[src/rtl/spi_pkg.sv]
// Shared types for the back-to-back SPI master/slave pair.
package spi_pkg;

    localparam int DW_DEFAULT = 8;

    // bit1 = CPOL, bit0 = CPHA
    typedef enum logic [1:0] {
        MODE0 = 2'd0,
        MODE1 = 2'd1,
        MODE2 = 2'd2,
        MODE3 = 2'd3
    } spi_mode_t;

    typedef enum logic [1:0] {
        IDLE,
        XFER,
        DONE
    } state_t;

endpackage

[src/rtl/spi_master_core.sv]
// SPI master engine: transfer FSM, SCLK divider and master shift register.
// Shift direction follows SPI_LSB_FIRST_EN (default MSB first).
module spi_master_core
    import spi_pkg::*;
#(
    parameter int DW      = DW_DEFAULT,
    parameter int CLK_DIV = 2
) (
    input  logic          clk,
    input  logic          rst,
    input  logic          start,
    input  logic [1:0]    mode,
    input  logic [DW-1:0] masterin,
    input  logic          miso,
    output logic [DW-1:0] shreg,
    output spi_mode_t     cur_mode,
    output logic          load,
    output logic          sclk,
    output logic          mosi,
    output logic          ss_n,
    output logic          busy,
    output logic          done
);

    localparam int DIVW = $clog2(CLK_DIV);
    localparam int TW   = $clog2(2 * DW + 1);
    localparam logic [DIVW-1:0] DIV_END = DIVW'(CLK_DIV - 1);
    localparam logic [TW-1:0]   LAST    = TW'(2 * DW);

    state_t          state, state_n;
    logic [DIVW-1:0] div;
    logic [TW-1:0]   tcnt;
    logic            lead_evt, trail_evt, rx_bit, cpha;

    function automatic logic [DW-1:0] shift_in(input logic [DW-1:0] s, input logic b);
`ifdef SPI_LSB_FIRST_EN
        return {b, s[DW-1:1]};
`else
        return {s[DW-2:0], b};
`endif
    endfunction

    assign cpha = cur_mode[0];
`ifdef SPI_LSB_FIRST_EN
    assign mosi = shreg[0];
`else
    assign mosi = shreg[DW-1];
`endif
    assign ss_n = (state != XFER);
    assign busy = (state != IDLE);
    assign done = (state == DONE);

    always_comb begin
        state_n = state;
        load    = 1'b0;
        case (state)
            IDLE: if (start) begin
                load    = 1'b1;
                state_n = XFER;
            end
            XFER:    if (tcnt == LAST) state_n = DONE;
            DONE:    state_n = IDLE;
            default: state_n = IDLE;
        endcase
    end

    // Edge events act one cycle after the toggle so the master shifts/samples
    // on the same clk edge as the slave, whose edge detector lags by one cycle.
    always_ff @(posedge clk) begin
        if (rst) begin
            state     <= IDLE;
            cur_mode  <= MODE0;
            sclk      <= 1'b0;
            div       <= '0;
            tcnt      <= '0;
            shreg     <= '0;
            lead_evt  <= 1'b0;
            trail_evt <= 1'b0;
            rx_bit    <= 1'b0;
        end else begin
            state     <= state_n;
            lead_evt  <= 1'b0;
            trail_evt <= 1'b0;
            if (load) begin
                cur_mode <= spi_mode_t'(mode);
                shreg    <= masterin;
                sclk     <= mode[1];
                div      <= '0;
                tcnt     <= '0;
            end else if (state == XFER) begin
                if (tcnt != LAST) begin
                    if (div == DIV_END) begin
                        div       <= '0;
                        sclk      <= ~sclk;
                        tcnt      <= tcnt + 1'b1;
                        lead_evt  <= (sclk == cur_mode[1]);
                        trail_evt <= (sclk != cur_mode[1]);
                    end else begin
                        div <= div + 1'b1;
                    end
                end
                if (lead_evt) begin
                    if (!cpha) rx_bit <= miso;
                    else if (tcnt != TW'(1)) shreg <= shift_in(shreg, rx_bit);
                end
                if (trail_evt) begin
                    if (!cpha) shreg <= shift_in(shreg, rx_bit);
                    else if (tcnt == LAST) shreg <= shift_in(shreg, miso);
                    else rx_bit <= miso;
                end
            end
        end
    end

endmodule

[src/rtl/spi_slave_core.sv]
// SPI slave engine: SCLK edge detection from a registered copy, slave shift register.
// Shift direction follows SPI_LSB_FIRST_EN (default MSB first).
module spi_slave_core
    import spi_pkg::*;
#(
    parameter int DW = DW_DEFAULT
) (
    input  logic          clk,
    input  logic          rst,
    input  logic          load,
    input  logic [DW-1:0] slavein,
    input  spi_mode_t     cur_mode,
    input  logic          sclk,
    input  logic          ss_n,
    input  logic          mosi,
    output logic [DW-1:0] shreg,
    output logic          miso
);

    localparam int EW = $clog2(2 * DW);
    localparam logic [EW-1:0] LAST_EDGE = EW'(2 * DW - 1);

    logic          sclk_d, ss_d, rx_bit, cpha;
    logic          sclk_edge, lead;
    logic [EW-1:0] ecnt;

    function automatic logic [DW-1:0] shift_in(input logic [DW-1:0] s, input logic b);
`ifdef SPI_LSB_FIRST_EN
        return {b, s[DW-1:1]};
`else
        return {s[DW-2:0], b};
`endif
    endfunction

    assign cpha = cur_mode[0];
`ifdef SPI_LSB_FIRST_EN
    assign miso = shreg[0];
`else
    assign miso = shreg[DW-1];
`endif
    // ss_d masks the CPOL change that can coincide with ss_n falling.
    assign sclk_edge = !ss_n && !ss_d && (sclk != sclk_d);
    assign lead      = (sclk_d == cur_mode[1]);

    always_ff @(posedge clk) begin
        if (rst) begin
            shreg  <= '0;
            sclk_d <= 1'b0;
            ss_d   <= 1'b1;
            ecnt   <= '0;
            rx_bit <= 1'b0;
        end else begin
            sclk_d <= sclk;
            ss_d   <= ss_n;
            if (load) begin
                shreg <= slavein;
                ecnt  <= '0;
            end else if (sclk_edge) begin
                ecnt <= ecnt + 1'b1;
                if (lead) begin
                    if (!cpha) rx_bit <= mosi;
                    else if (ecnt != '0) shreg <= shift_in(shreg, rx_bit);
                end else begin
                    if (!cpha) shreg <= shift_in(shreg, rx_bit);
                    else if (ecnt == LAST_EDGE) shreg <= shift_in(shreg, mosi);
                    else rx_bit <= mosi;
                end
            end
        end
    end

endmodule

[src/rtl/spi_ms_pair.sv]
// SPI master and slave wired back-to-back; exchanges one DW-bit word per start.
// Optional SPI_LSB_FIRST_EN selects LSB-first transmission in both engines.
module spi_ms_pair
    import spi_pkg::*;
#(
    parameter int DW      = DW_DEFAULT,
    parameter int CLK_DIV = 2
) (
    input  logic          clk,
    input  logic          rst,
    input  logic          start,
    input  logic [1:0]    mode,
    input  logic [DW-1:0] masterin,
    input  logic [DW-1:0] slavein,
    output logic [DW-1:0] masterout,
    output logic [DW-1:0] slaveout,
    output logic          sclk,
    output logic          mosi,
    output logic          miso,
    output logic          ss_n,
    output logic          busy,
    output logic          done
);

    spi_mode_t cur_mode;
    logic      load;

    spi_master_core #(
        .DW      (DW),
        .CLK_DIV (CLK_DIV)
    ) u_master (
        .clk      (clk),
        .rst      (rst),
        .start    (start),
        .mode     (mode),
        .masterin (masterin),
        .miso     (miso),
        .shreg    (masterout),
        .cur_mode (cur_mode),
        .load     (load),
        .sclk     (sclk),
        .mosi     (mosi),
        .ss_n     (ss_n),
        .busy     (busy),
        .done     (done)
    );

    spi_slave_core #(
        .DW (DW)
    ) u_slave (
        .clk      (clk),
        .rst      (rst),
        .load     (load),
        .slavein  (slavein),
        .cur_mode (cur_mode),
        .sclk     (sclk),
        .ss_n     (ss_n),
        .mosi     (mosi),
        .shreg    (slaveout),
        .miso     (miso)
    );

endmodule

[config.mk]
export PLATFORM = sky130hd
export DESIGN_NAME = spi_ms_pair
export DESIGN_NICKNAME = d
export VERILOG_FILES = /design/src/rtl/spi_pkg.sv /design/src/rtl/spi_master_core.sv /design/src/rtl/spi_slave_core.sv /design/src/rtl/spi_ms_pair.sv
export SDC_FILE = /design/constraint.sdc
export NUM_CORES = 1
export LEC_CHECK = 0
export ABC_AREA = 0
export BUFFER_PORTS_ARGS = -buffer_cell sky130_fd_sc_hd__buf_2
export CORE_UTILIZATION = 53
export DETAILED_ROUTE_END_ITERATION = 10
export GPL_ROUTABILITY_DRIVEN = 0
export HOLD_SLACK_MARGIN = 0.1
export PLACE_DENSITY = 0.78
export SLEW_MARGIN = 15
export SYNTH_ARGS = -nofsm -noshare
export SYNTH_HDL_FRONTEND = slang
export SYNTH_HIERARCHICAL = 1
export SYNTH_SLANG_ARGS = --single-unit
[constraint.sdc]
create_clock -name clk -period 2.45 [get_ports clk]
set_input_delay 0.1225 -clock clk [delete_from_list [all_inputs] [get_ports clk]]
set_output_delay 0.1225 -clock clk [all_outputs]
set_load 0.005 [all_outputs]
Word-level counts from Yosys, hierarchy flattened

Index checks and enable logic that the tools add are counted.
Widths: inputs -> output; s select.

Register bits after elaboration: 37
Bits in latches: 0
Memory bits (writable): 0
Bits in read-only memories: 0
Input bits: 21
Output and inout port bits: 22
Memories kept: 0

Add/subtract/negate cells: 3
$mul: 0
Div/mod/pow operators: 0
Magnitude comparators: 0
Equality and inequality tests: 18
Shift-type cells: 0
Mux-type cells: 34
Bitwise operators: 5
Reductions and logical operators: 21

Operators by type and width:

| operator            | count |
|---|---|
| $mux 8              | 15 |
| $mux 1              | 16 |
| $reduce_bool 2->1   | 6 |
| $ne 2x2->1 const B  | 3 |
| $ne 3x3->1 const B  | 2 |
| $reduce_and 2->1    | 3 |
| $reduce_and 3->1    | 2 |
| $add 5x1->5 const B | 1 |
| $eq 5x5->1 const B  | 1 |
| $ne 5x1->1 const B  | 1 |
| $ne 5x5->1 const B  | 1 |
| $not 1->1           | 5 |
| $reduce_and 5->1    | 1 |
| $reduce_or 5->1     | 1 |
| $add 4x1->4 const B | 1 |
| $eq 4x4->1 const B  | 1 |
| $mux 2              | 2 |
| $ne 2x1->1 const B  | 2 |
| $ne 4x2->1 const B  | 1 |
| $pmux 2 s2          | 1 |
| $reduce_and 4->1    | 1 |
| $reduce_bool 4->1   | 1 |
| $eq 1x1->1          | 2 |
| $eq 2x1->1 const B  | 1 |
| 7 further kinds     | 10 |

Depth between registers and ports, before layout

Gate-level depths: netlist of the first run.

Word-level depth: 9
Depth in mapped cells: 9

Cells and area by module

The synthesis of the first run kept the hierarchy.

By module, submodules not included:

| module          | times used | cells each | area each (um^2) |
|---|---|---|---|
| spi_master_core | 1          | 127        | 1077.3 |
| spi_slave_core  | 1          | 86         | 833.3 |

Worst setup path after synthesis of the first run

No wires, ideal clock.

Path kind: register to register
From: reg u_master.state[1]
To: reg u_slave.shreg[5]
Setup time: 0.121 ns
Arrival time: 2.008 ns
Data required time: 2.329 ns
Path slack: 0.322 ns
Stages on the path, launching flop included: 10
Buffers on the path: 3
Clock period less this slack: 2.128 ns
Path through: dfxtp_1 > nor2b_1 > nand2_1 > inv_1 > clkbuf_1 > buf_2 > buf_1 > mux2i_1 > nor2_1 > mux2_2

Elaborated cells between the ends (all ways): 12
Those cells by class: eq/ne: 4; mux: 2; reduce/logical: 6

RTL lines:

| what                                                | RTL line              | text |
|---|---|---|
| from (decl)                                         | spi_master_core.sv:30 | `state_t state, state_n;` |
| from (signal assigned)                              | spi_master_core.sv:81 | `state <= state_n;` |
| $logic_not 2->1 (*)                                 | spi_master_core.sv:56 | `case (state)` |
| $mux 1 (*)                                          | spi_master_core.sv:56 |  |
| via load                                            | spi_ms_pair.sv:26     | `logic load;` |
| $ne 4x2->1 (no source line) (tied with other cells) | n/a                   |  |
| $reduce_and 4->1 (no source line)                   | n/a                   |  |
| to (signal assigned)                                | spi_slave_core.sv:56  | `shreg <= slavein;` |
| to (signal assigned)                                | spi_slave_core.sv:62  | `else if (ecnt != '0) shreg <= shift_in(shreg, rx_bit);` |
| to (signal assigned)                                | spi_slave_core.sv:64  | `if (!cpha) shreg <= shift_in(shreg, rx_bit);` |
| to (decl)                                           | spi_slave_core.sv:16  | `output logic [DW-1:0] shreg,` |

Mark *: on every way through the listed nets, which the timed path passes. The rest lies on a longest branch.
A chain may end at the register's enable or synchronous reset.

Worst setup path in the final report of the first run

From: reg u_master.tcnt[1]
To: reg u_master.shreg[1]

Word-level cells in the longest chain between the ends: 9
Elaborated cells between the ends (all ways): 10
Those cells by class: eq/ne: 2; mux: 8

Ends and longest elaborated chain:

| what                   | RTL line               | text |
|---|---|---|
| from (decl)            | spi_master_core.sv:32  | `logic [TW-1:0] tcnt;` |
| from (signal assigned) | spi_master_core.sv:95  | `tcnt <= tcnt + 1'b1;` |
| $ne 5x1->1             | spi_master_core.sv:104 | `else if (tcnt != TW'(1)) shreg <= shift_in(shreg, rx_bit);` |
| $mux 8                 | spi_master_core.sv:104 |  |
| $mux 8                 | spi_master_core.sv:103 | `if (!cpha) rx_bit <= miso;` |
| $mux 8                 | spi_master_core.sv:102 | `if (lead_evt) begin` |
| $mux 8                 | spi_master_core.sv:108 | `else if (tcnt == LAST) shreg <= shift_in(shreg, miso);` |
| $mux 8                 | spi_master_core.sv:107 | `if (!cpha) shreg <= shift_in(shreg, rx_bit);` |
| $mux 8 (*)             | spi_master_core.sv:106 | `if (trail_evt) begin` |
| $mux 8 (*)             | spi_master_core.sv:90  | `end else if (state == XFER) begin` |
| $mux 8 (*)             | spi_master_core.sv:84  | `if (load) begin` |
| to (signal assigned)   | spi_master_core.sv:86  | `shreg <= masterin;` |
| to (signal assigned)   | spi_master_core.sv:107 |  |
| to (signal assigned)   | spi_master_core.sv:108 |  |
| to (decl)              | spi_master_core.sv:15  | `output logic [DW-1:0] shreg,` |

Mark *: on every way between the ends. The rest lies on a longest branch, timed or not. The select of a mux whose other input is x is not followed.

==> results of run 1 <==
[cells in the final DEF (no fill, tap or decap), types with 2 or more instances in the layout]
cell                            synthesis  layout
sky130_fd_sc_hd__nand4_1                3       3
sky130_fd_sc_hd__or2_2                  3       3
sky130_fd_sc_hd__mux2_2                 7       7
sky130_fd_sc_hd__nor3_1                 5       5
sky130_fd_sc_hd__xnor2_1                3       3
sky130_fd_sc_hd__mux2i_1               11      11
sky130_fd_sc_hd__o22ai_1                6       6
sky130_fd_sc_hd__o21ai_0                5       5
sky130_fd_sc_hd__clkbuf_4               0       5
sky130_fd_sc_hd__bufinv_16              0       2
sky130_fd_sc_hd__dfxtp_1               37      37
sky130_fd_sc_hd__a21oi_1                9       9
sky130_fd_sc_hd__buf_2                  1      42
sky130_fd_sc_hd__nor2_1                23      23
sky130_fd_sc_hd__or3_1                  2       2
sky130_fd_sc_hd__nor2b_1               10      10
sky130_fd_sc_hd__nand2_1               12      12
sky130_fd_sc_hd__o311ai_0               3       3
sky130_fd_sc_hd__nand2b_1               3       3
sky130_fd_sc_hd__a21o_1                 2       2
sky130_fd_sc_hd__a221oi_1               6       6
sky130_fd_sc_hd__inv_1                 12      12
sky130_fd_sc_hd__dlygate4sd3_1          0       3
sky130_fd_sc_hd__ha_1                   5       5
sky130_fd_sc_hd__buf_4                  2       5
sky130_fd_sc_hd__nor3b_1                2       2
sky130_fd_sc_hd__nand3_1                7       7
sky130_fd_sc_hd__xor2_1                 6       6
sky130_fd_sc_hd__a211oi_1               3       3
[path summary, 6_finish.rpt]
kind / startpoint / end / slack, ns / cells after the start
worst max-delay path: u_master/tcnt[1]$_SDFFE_PP0P_ / u_master/shreg[1]$_SDFFE_PP0P_ / 0.47 / 6
worst min-delay path: masterin[2] / u_master/shreg[2]$_SDFFE_PP0P_ / 0.14 / 3
worst max register to register: u_master/tcnt[1]$_SDFFE_PP0P_ / u_master/shreg[1]$_SDFFE_PP0P_ / 0.47 / 6
worst min register to register: u_slave/rx_bit$_SDFFE_PP0P_ / u_slave/rx_bit$_SDFFE_PP0P_ / 0.49 / 2
[routing by layer]
layer / track usage (%) / vias up / wire [um]
li1: - / 848 / -
met1: 26.56 / 751 / 1850
met2: 36.93 / 62 / 1751
met3: 4.969 / 11 / 217
met4: 11.75 / 0 / 95
met5: 0 / - / 0
[worst register-to-register path: stages, from the launching register on]
cell and delay, ns:
sky130_fd_sc_hd__dfxtp_1 0.35, sky130_fd_sc_hd__inv_1 0.09, sky130_fd_sc_hd__ha_1 0.14, sky130_fd_sc_hd__or4b_4 0.47, sky130_fd_sc_hd__and3_4 0.21, sky130_fd_sc_hd__o31a_1 0.35, sky130_fd_sc_hd__a221oi_1 0.29
[state kept, by name, summed over array words and instances (netlist names)]
signal and flops:
u_master/cur_mode 2, u_master/div 1, u_master/lead_evt 1, u_master/rx_bit 1, u_master/sclk 1, u_master/shreg 8
u_master/state 2, u_master/tcnt 5, u_master/trail_evt 1, u_slave/ecnt 4, u_slave/rx_bit 1, u_slave/sclk_d 1
u_slave/shreg 8, u_slave/ss_d 1
[cells by family (layout without fill, tap and decap cells)]
| kind of cell | Yosys count | in the layout | synth area share (%) |
|---|---|---|---|
| xor+xnor | 10 | 10 | 4.978 |
| fa+ha+maj | 5 | 5 | 3.274 |
| compound gates | 42 | 42 | 16.50 |
| simple gates | 77 | 77 | 21.41 |
| flops | 37 | 37 | 38.77 |
| buf+inv | 24 | 70 | 5.173 |
| mux | 18 | 18 | 9.889 |
[area by class of cell]
type                    instances  area, um2
fillers                       271       1095
multi-input cells             152       1071
flip-flops and latches         37      740.7
repair buffers                 50      277.8
clock inverters                 3      65.06
well taps                      46      57.56
inverters                      12      45.04
clock buffers                   5      37.54
[stage by stage]
step	setup WS (ns)	total power, W	std cells	instance area (um2)
final	0.4661	0.001373	305	2295
after global routing	0.3119	0.001449	305	2295
after CTS	0.4495	0.001389	305	2295
after detailed placement	0.4855	0.0008656	294	2162
after global placement	0.5252	0.0008637	294	2162
after floorplan	0.3216	0.0007967	213	1911
[power groups by stage]
stage          Sequential (W)  Clock, W  Combinational [W]
3_5_place_dp         0.000671         0           0.000195
2_1_floorplan        0.000668         0           0.000129
4_1_cts              0.000658  0.000532           0.000200
3_3_place_gp         0.000671         0           0.000193
5_1_grt              0.000663  0.000564           0.000223
6_report             0.000657  0.000516           0.000200
==> summary.md, run 1 <==
| Metric | Value |
|---|---|
| CTS sink cnt | `37` |
| Per-instance average area after synthesis | `between 8 and 9 um2` |
| Antenna Nets Post-Route | `0` |
| Cell with the most instances after synthesis | `sky130_fd_sc_hd__dfxtp_1` |
| Via count normalized by instance count | `roughly 5.5` |
| Cell accounting for the most synthesized area | `sky130_fd_sc_hd__dfxtp_1` |
| Unrepaired setup endpoints after global routing | `false` |
| Via count | `~1.7k` |
| Max-slew violations | `0` |
| Sw Ratio | `24.07%` |
| Arrival time of the worst setup path | `between 2 and 2.5 ns` |
| Slowest Stage Delay on Critical Path | `between 0.4 and 0.5 ns` |
| Clk_skew | `~0.0061 ns` |
| Net switching power of the design | `0.0003306 W` |
| Starting density of the core | `a little under three fifths` |
| CP startpoint kind | `flip-flop` |
| # H-tree levels | `2` |
| Detailed placement HPWL | `2822 um` |
| Quantity of I/O buffers inserted on ports | `between 40 and 50` |
| Die area | `3849 um2` |
| Post-Synthesis Cells | `around 210` |
| Net count after synthesis | `about 240` |
| Peak supply drop | `388.3 uV` |
| N_diodes | `0` |
| Resized Gates After CTS | `0` |
| Global routing usage summed across all routing layers | `around 22%` |
| Net total in the final layout | `around 280` |
| Number of enable-type register cells in the synthesized netlist | `0` |
| Number of buffers and inverters on the critical path | `1` |
| Total Neg Setup Slack | `0 ns` |
| Slowest cell on the critical path | `sky130_fd_sc_hd__or4b_4` |
| Clock transition at the registers of the reported paths | `between 0.1 and 0.15 ns` |
| Most numerous cell types in the synthesized netlist | `sky130_fd_sc_hd__dfxtp_1 (37), sky130_fd_sc_hd__nor2_1 (23), sky130_fd_sc_hd__inv_1 (12), sky130_fd_sc_hd__nand2_1 (12), sky130_fd_sc_hd__mux2i_1 (11)` |
| WP data required | `between 2 and 3 ns` |
| Ratio of cells with drive above 1 in the final layout | `between 20% and 30%` |
| Violation count after the first detailed-routing iteration | `104` |
| Class of the tightest hold or removal check | `input pin to flip-flop` |
| Max transition margin | `58.04%` |
| Clock network power share | `a little under two fifths` |
| Final cycle utilization of the critical path | `80.97%` |
| Combined area of all synthesized cells | `approximately 1900 um2` |
| Antenna violations before repair | `0` |
| Postcts setup bufs | `0` |
| CTS tree | `done` |
| Critical-path maximum fanout | `6` |
| Height of the die | `between 60 and 70 um` |
| Top cells by area, synth | `sky130_fd_sc_hd__dfxtp_1 (39%), sky130_fd_sc_hd__mux2i_1 (5.8%), sky130_fd_sc_hd__nor2_1 (4.5%), sky130_fd_sc_hd__mux2_2 (4.1%), sky130_fd_sc_hd__ha_1 (3.3%)` |
| Layout Area Growth over Synthesis | `20.10%` |
| Share of power burned in registers | `47.9%` |
| Final Hold Fails | `0` |
| Remaining global-route overflow | `0` |
| Clock Latency Late Sink | `0.34 ns` |
| Crit path cell chain | `inv_1 -> ha_1 -> or4b_4 -> and3_4 -> o31a_1 -> a221oi_1` |
| Pin count of the biggest net entering global routing | `40` |
| Yosys warning count | `6` |
| Detailed Routing Iterations Pass 1 | `4` |
| Number of CTS-inserted buffers | `5` |
| Vias in the first global route | `about 1.5k` |
| Power Density | `598.4 nW/um2` |
| Kind of critical path | `flip-flop to flip-flop` |
| DRC Markers | `0` |
| Time the worst path needs with I/O delays and setup | `between 1.5 and 2 ns` |
| Part of the total power dissipated in combinational logic | `roughly 15%` |
| Yosys reg bits | `37` |
| Average wire per standard cell | `12.84 um` |
| Kind of capture point of the worst setup path | `flip-flop` |
| Yosys top cell area share | `around two fifths` |
| I/O pin count | `43` |
| Worst hold-check slack | `0.1354 ns` |
| Share of synthesized flip-flops with an asynchronous set or reset | `0%` |
| Register area share after synthesis | `roughly 39%` |
| DRT Wirelength | `roughly 4000 um` |
| Most used flip-flop cell after synthesis | `sky130_fd_sc_hd__dfxtp_1` |
| CP delay by family, top | `simple AND/OR/NAND/NOR gates` |
| Count of standard-cell rows | `21` |
| Root Buffer Master | `sky130_fd_sc_hd__clkbuf_4` |
| Post-CTS Hold Fix Bufs | `3` |
| Transition time at the pin with the least slew margin | `0.6293 ns` |
| Core footprint | `about 3400 um2` |
| Number of maximum-capacitance constraint violations | `0` |
| Clk buf depth | `2` |
| Core utilization of the finished layout | `between 60 and 70%` |
| Distinct cells, synth | `44` |
| Die outline width | `a little over 60 um` |
| Run status | `finished clean` |
| Global-route wire length before repair | `around 6200 um` |
| Cell leakage power | `just over 1 nW` |
| Internal power consumption | `around 0.0010 W` |
| Highest Clock Rate | `a little over 500 MHz` |
| Number of setup violations in the final report | `0` |
Note: power is estimated with default switching activity, not from simulation.
==> run 2: changes to the inputs <==
--- a/config.mk
+++ b/config.mk
@@ -7,11 +7,11 @@
 export LEC_CHECK = 0
 export ABC_AREA = 0
 export BUFFER_PORTS_ARGS = -buffer_cell sky130_fd_sc_hd__buf_2
-export CORE_UTILIZATION = 53
+export CORE_UTILIZATION = 48
 export DETAILED_ROUTE_END_ITERATION = 10
 export GPL_ROUTABILITY_DRIVEN = 0
 export HOLD_SLACK_MARGIN = 0.1
-export PLACE_DENSITY = 0.78
+export PLACE_DENSITY = 0.75
 export SLEW_MARGIN = 15
 export SYNTH_ARGS = -nofsm -noshare
 export SYNTH_HDL_FRONTEND = slang
==> constraint.sdc (replaced) <==
create_clock -name clk -period 1.7 [get_ports clk]
set_input_delay 0.085 -clock clk [delete_from_list [all_inputs] [get_ports clk]]
set_output_delay 0.085 -clock clk [all_outputs]
set_load 0.005 [all_outputs]
==> run 2 against run 1 <==
Effect of this change: critical endpoint is now u_master/shreg[4]$_SDFFE_PP0P_; routed wire length rose by 18%; highest routed layer unchanged; worst hold slack lost 0.027 ns; largest power group unchanged; non-clock buffer count increased by 21; the run now ends with setup timing left; clock skew down 0.0013 ns.
==> summary.md, run 2 (synthesis results as in run 1) <==
| Metric | Value |
|---|---|
| Arrival time of the worst setup path | `2.12 ns` |
| Vias in the first global route | `1675` |
| CP startpoint kind | `flip-flop` |
| Total Neg Setup Slack | `-1.886 ns` |
| Final Non-Filler Cells | `~330` |
| Final cycle utilization of the critical path | `113.3%` |
| Setup slack after placement | `-0.1669 ns` |
| Layout Area Growth over Synthesis | `38.31%` |
| Violated checks | `setup timing` |
| Global routing usage summed across all routing layers | `about a quarter` |
| WP data required | `between 1.5 and 2 ns` |
| Antenna violations before repair | `0` |
| Critical-path maximum fanout | `6` |
| Power Density | `between 800 and 900 nW/um2` |
| Final Hold Fails | `0` |
| N_diodes | `0` |
| Via count | `1777` |
| Remaining global-route overflow | `0` |
| Transition time at the pin with the least slew margin | `~0.65 ns` |
| Number of setup violations in the final report | `16` |
| Die area | `4237 um2` |
| Highest Clock Rate | `519.3 MHz` |
| Die outline width | `65.09 um` |
| Class of the tightest hold or removal check | `input pin to flip-flop` |
| # H-tree levels | `2` |
| Met1 track utilization from global routing | `29.25%` |
| Core footprint | `around 3700 um2` |
| Cell leakage power | `1.175 nW` |
| Kind of critical path | `flip-flop to flip-flop` |
| Commonest cells after routing, fill and taps aside | `sky130_fd_sc_hd__buf_2 (42), sky130_fd_sc_hd__dfxtp_1 (33), sky130_fd_sc_hd__buf_4 (24), sky130_fd_sc_hd__nor2_1 (22)` |
| Kind of capture point of the worst setup path | `flip-flop` |
| Max transition margin | `roughly 57%` |
| Quantity of I/O buffers inserted on ports | `42` |
| Average wire per standard cell | `14.07 um` |
| Detailed Routing Iterations Pass 1 | `4` |
| Clk buf depth | `2` |
| Unrepaired setup endpoints after global routing | `true` |
| Detailed placement HPWL | `approximately 3000 um` |
| Worst-case setup margin in the final layout | `-0.2256 ns` |
| Net total in the final layout | `slightly above 300` |
| Via count normalized by instance count | `approximately 5.4` |
| Clk_skew | `~0.0048 ns` |
| DRT Wirelength | `between 4000 and 5000 um` |
| Ratio of cells with drive above 1 in the final layout | `around two fifths` |
| Root Buffer Master | `sky130_fd_sc_hd__clkbuf_8` |
| Peak supply drop | `between 500 and 600 uV` |
| Fill cell total of the finished layout | `between 200 and 300` |
| Height of the die | `between 60 and 70 um` |
| PnR Total Power | `roughly 0.0022 W` |
| Starting density of the core | `51.04%` |
| Number of cells in the design after placement | `312` |
| I/O pin count | `43` |
| Pin count of the biggest net entering global routing | `40` |
| Clock transition at the registers of the reported paths | `around 0.070 ns` |
| Violation count after the first detailed-routing iteration | `117` |
| Count of standard-cell rows | `22` |
| Antenna Nets Post-Route | `0` |
| Global-route wire length before repair | `7707 um` |
| Max-slew violations | `0` |
| Most crowded layer after global routing | `met2` |
| CTS tree | `done` |
| Run status | `finished with violations` |
| DRC Markers | `0` |
| Number of maximum-capacitance constraint violations | `0` |
| CTS sink cnt | `37` |
| Registers with the most flip-flops | `u_master/shreg (8), u_slave/shreg (8), u_master/tcnt (5)` |
| Met2 Usage GRT | `roughly 40%` |
| Clock Latency Late Sink | `0.29 ns` |
| Commonest non-fill, non-tap cell in the layout | `sky130_fd_sc_hd__buf_2` |
| Number of CTS-inserted buffers | `5` |
| Time the worst path needs with I/O delays and setup | `slightly below 2 ns` |
| Routing usage on met3 | `under 10%` |
==> run 2: changes by cell type in the layout (fill, tap and decap cells not counted), sizes merged <==
cell | before | now
buf | 47 | 69
dlygate4sd3 | 3 | 2
==> run 2: layout make-up <==
class / count / area [um2] / share of cell area, %
Multi-Input combinational cell: 152 / 1196 / 45.27
Sequential cell: 37 / 745.7 / 28.22
Timing Repair Buffer: 71 / 461.7 / 17.47
Clock buffer: 5 / 68.82 / 2.604
Clock inverter: 3 / 65.06 / 2.462
Tap cell: 48 / 60.06 / 2.273
Inverter: 12 / 45.04 / 1.705
==> run 2: what timing repair did <==
item,4_1_cts,5_1_grt
buffers inserted,6,1
endpoints found under the hold margin,3,0
pin swaps,4,3
endpoints found under the setup margin,18,20
gates resized for setup,16,8
hold buffers,2,0
cloned,0,0
==> run 2: worst max-delay path: stages, from the launching register on <==
cell and delay [ns]:
sky130_fd_sc_hd__dfxtp_2 0.32, sky130_fd_sc_hd__inv_2 0.06, sky130_fd_sc_hd__ha_4 0.11, sky130_fd_sc_hd__or4b_4 0.47, sky130_fd_sc_hd__and3_4 0.21, sky130_fd_sc_hd__o31a_1 0.33
sky130_fd_sc_hd__a221oi_1 0.31
==> run 2: path summary, 6_finish.rpt <==
kind | start | end | slack, ns | depth (start not counted)
setup / recovery | u_master/tcnt[1]$_SDFFE_PP0P_ | u_master/shreg[4]$_SDFFE_PP0P_ | -0.23 | 6
hold / removal | masterin[0] | u_master/shreg[0]$_SDFFE_PP0P_ | 0.11 | 3
setup reg to reg | u_master/tcnt[1]$_SDFFE_PP0P_ | u_master/shreg[4]$_SDFFE_PP0P_ | -0.23 | 6
hold reg to reg | u_slave/rx_bit$_SDFFE_PP0P_ | u_slave/rx_bit$_SDFFE_PP0P_ | 0.50 | 2
==> run 2: metal layers <==
metal  vias up  part of all wire [%]
met3         8                   4.6
met1       833                    46
met5         -                     0
li1        887                     -
met4         0                   1.3
met2        49                    48
==> run 2: per-stage QoR <==
stage | utilization (%) | hold slack, ns | instance area (um2)
floorplan | - | 0.1637 | 1942
global placement | 61.80 | 0.3322 | 2313
detailed placement | 61.80 | 0.3351 | 2313
CTS | 69.12 | 0.1017 | 2587
global route | 70.59 | 0.1159 | 2643
finish | 70.59 | 0.1086 | 2643
==> run 2: power breakdown <==
part           internal [W]  leakage [nW]  switching [W]
clock              0.000583        0.0681       0.000318
sequential         0.000908         0.304      0.0000385
combinational      0.000181         0.803       0.000178
total               0.00167          1.17       0.000535
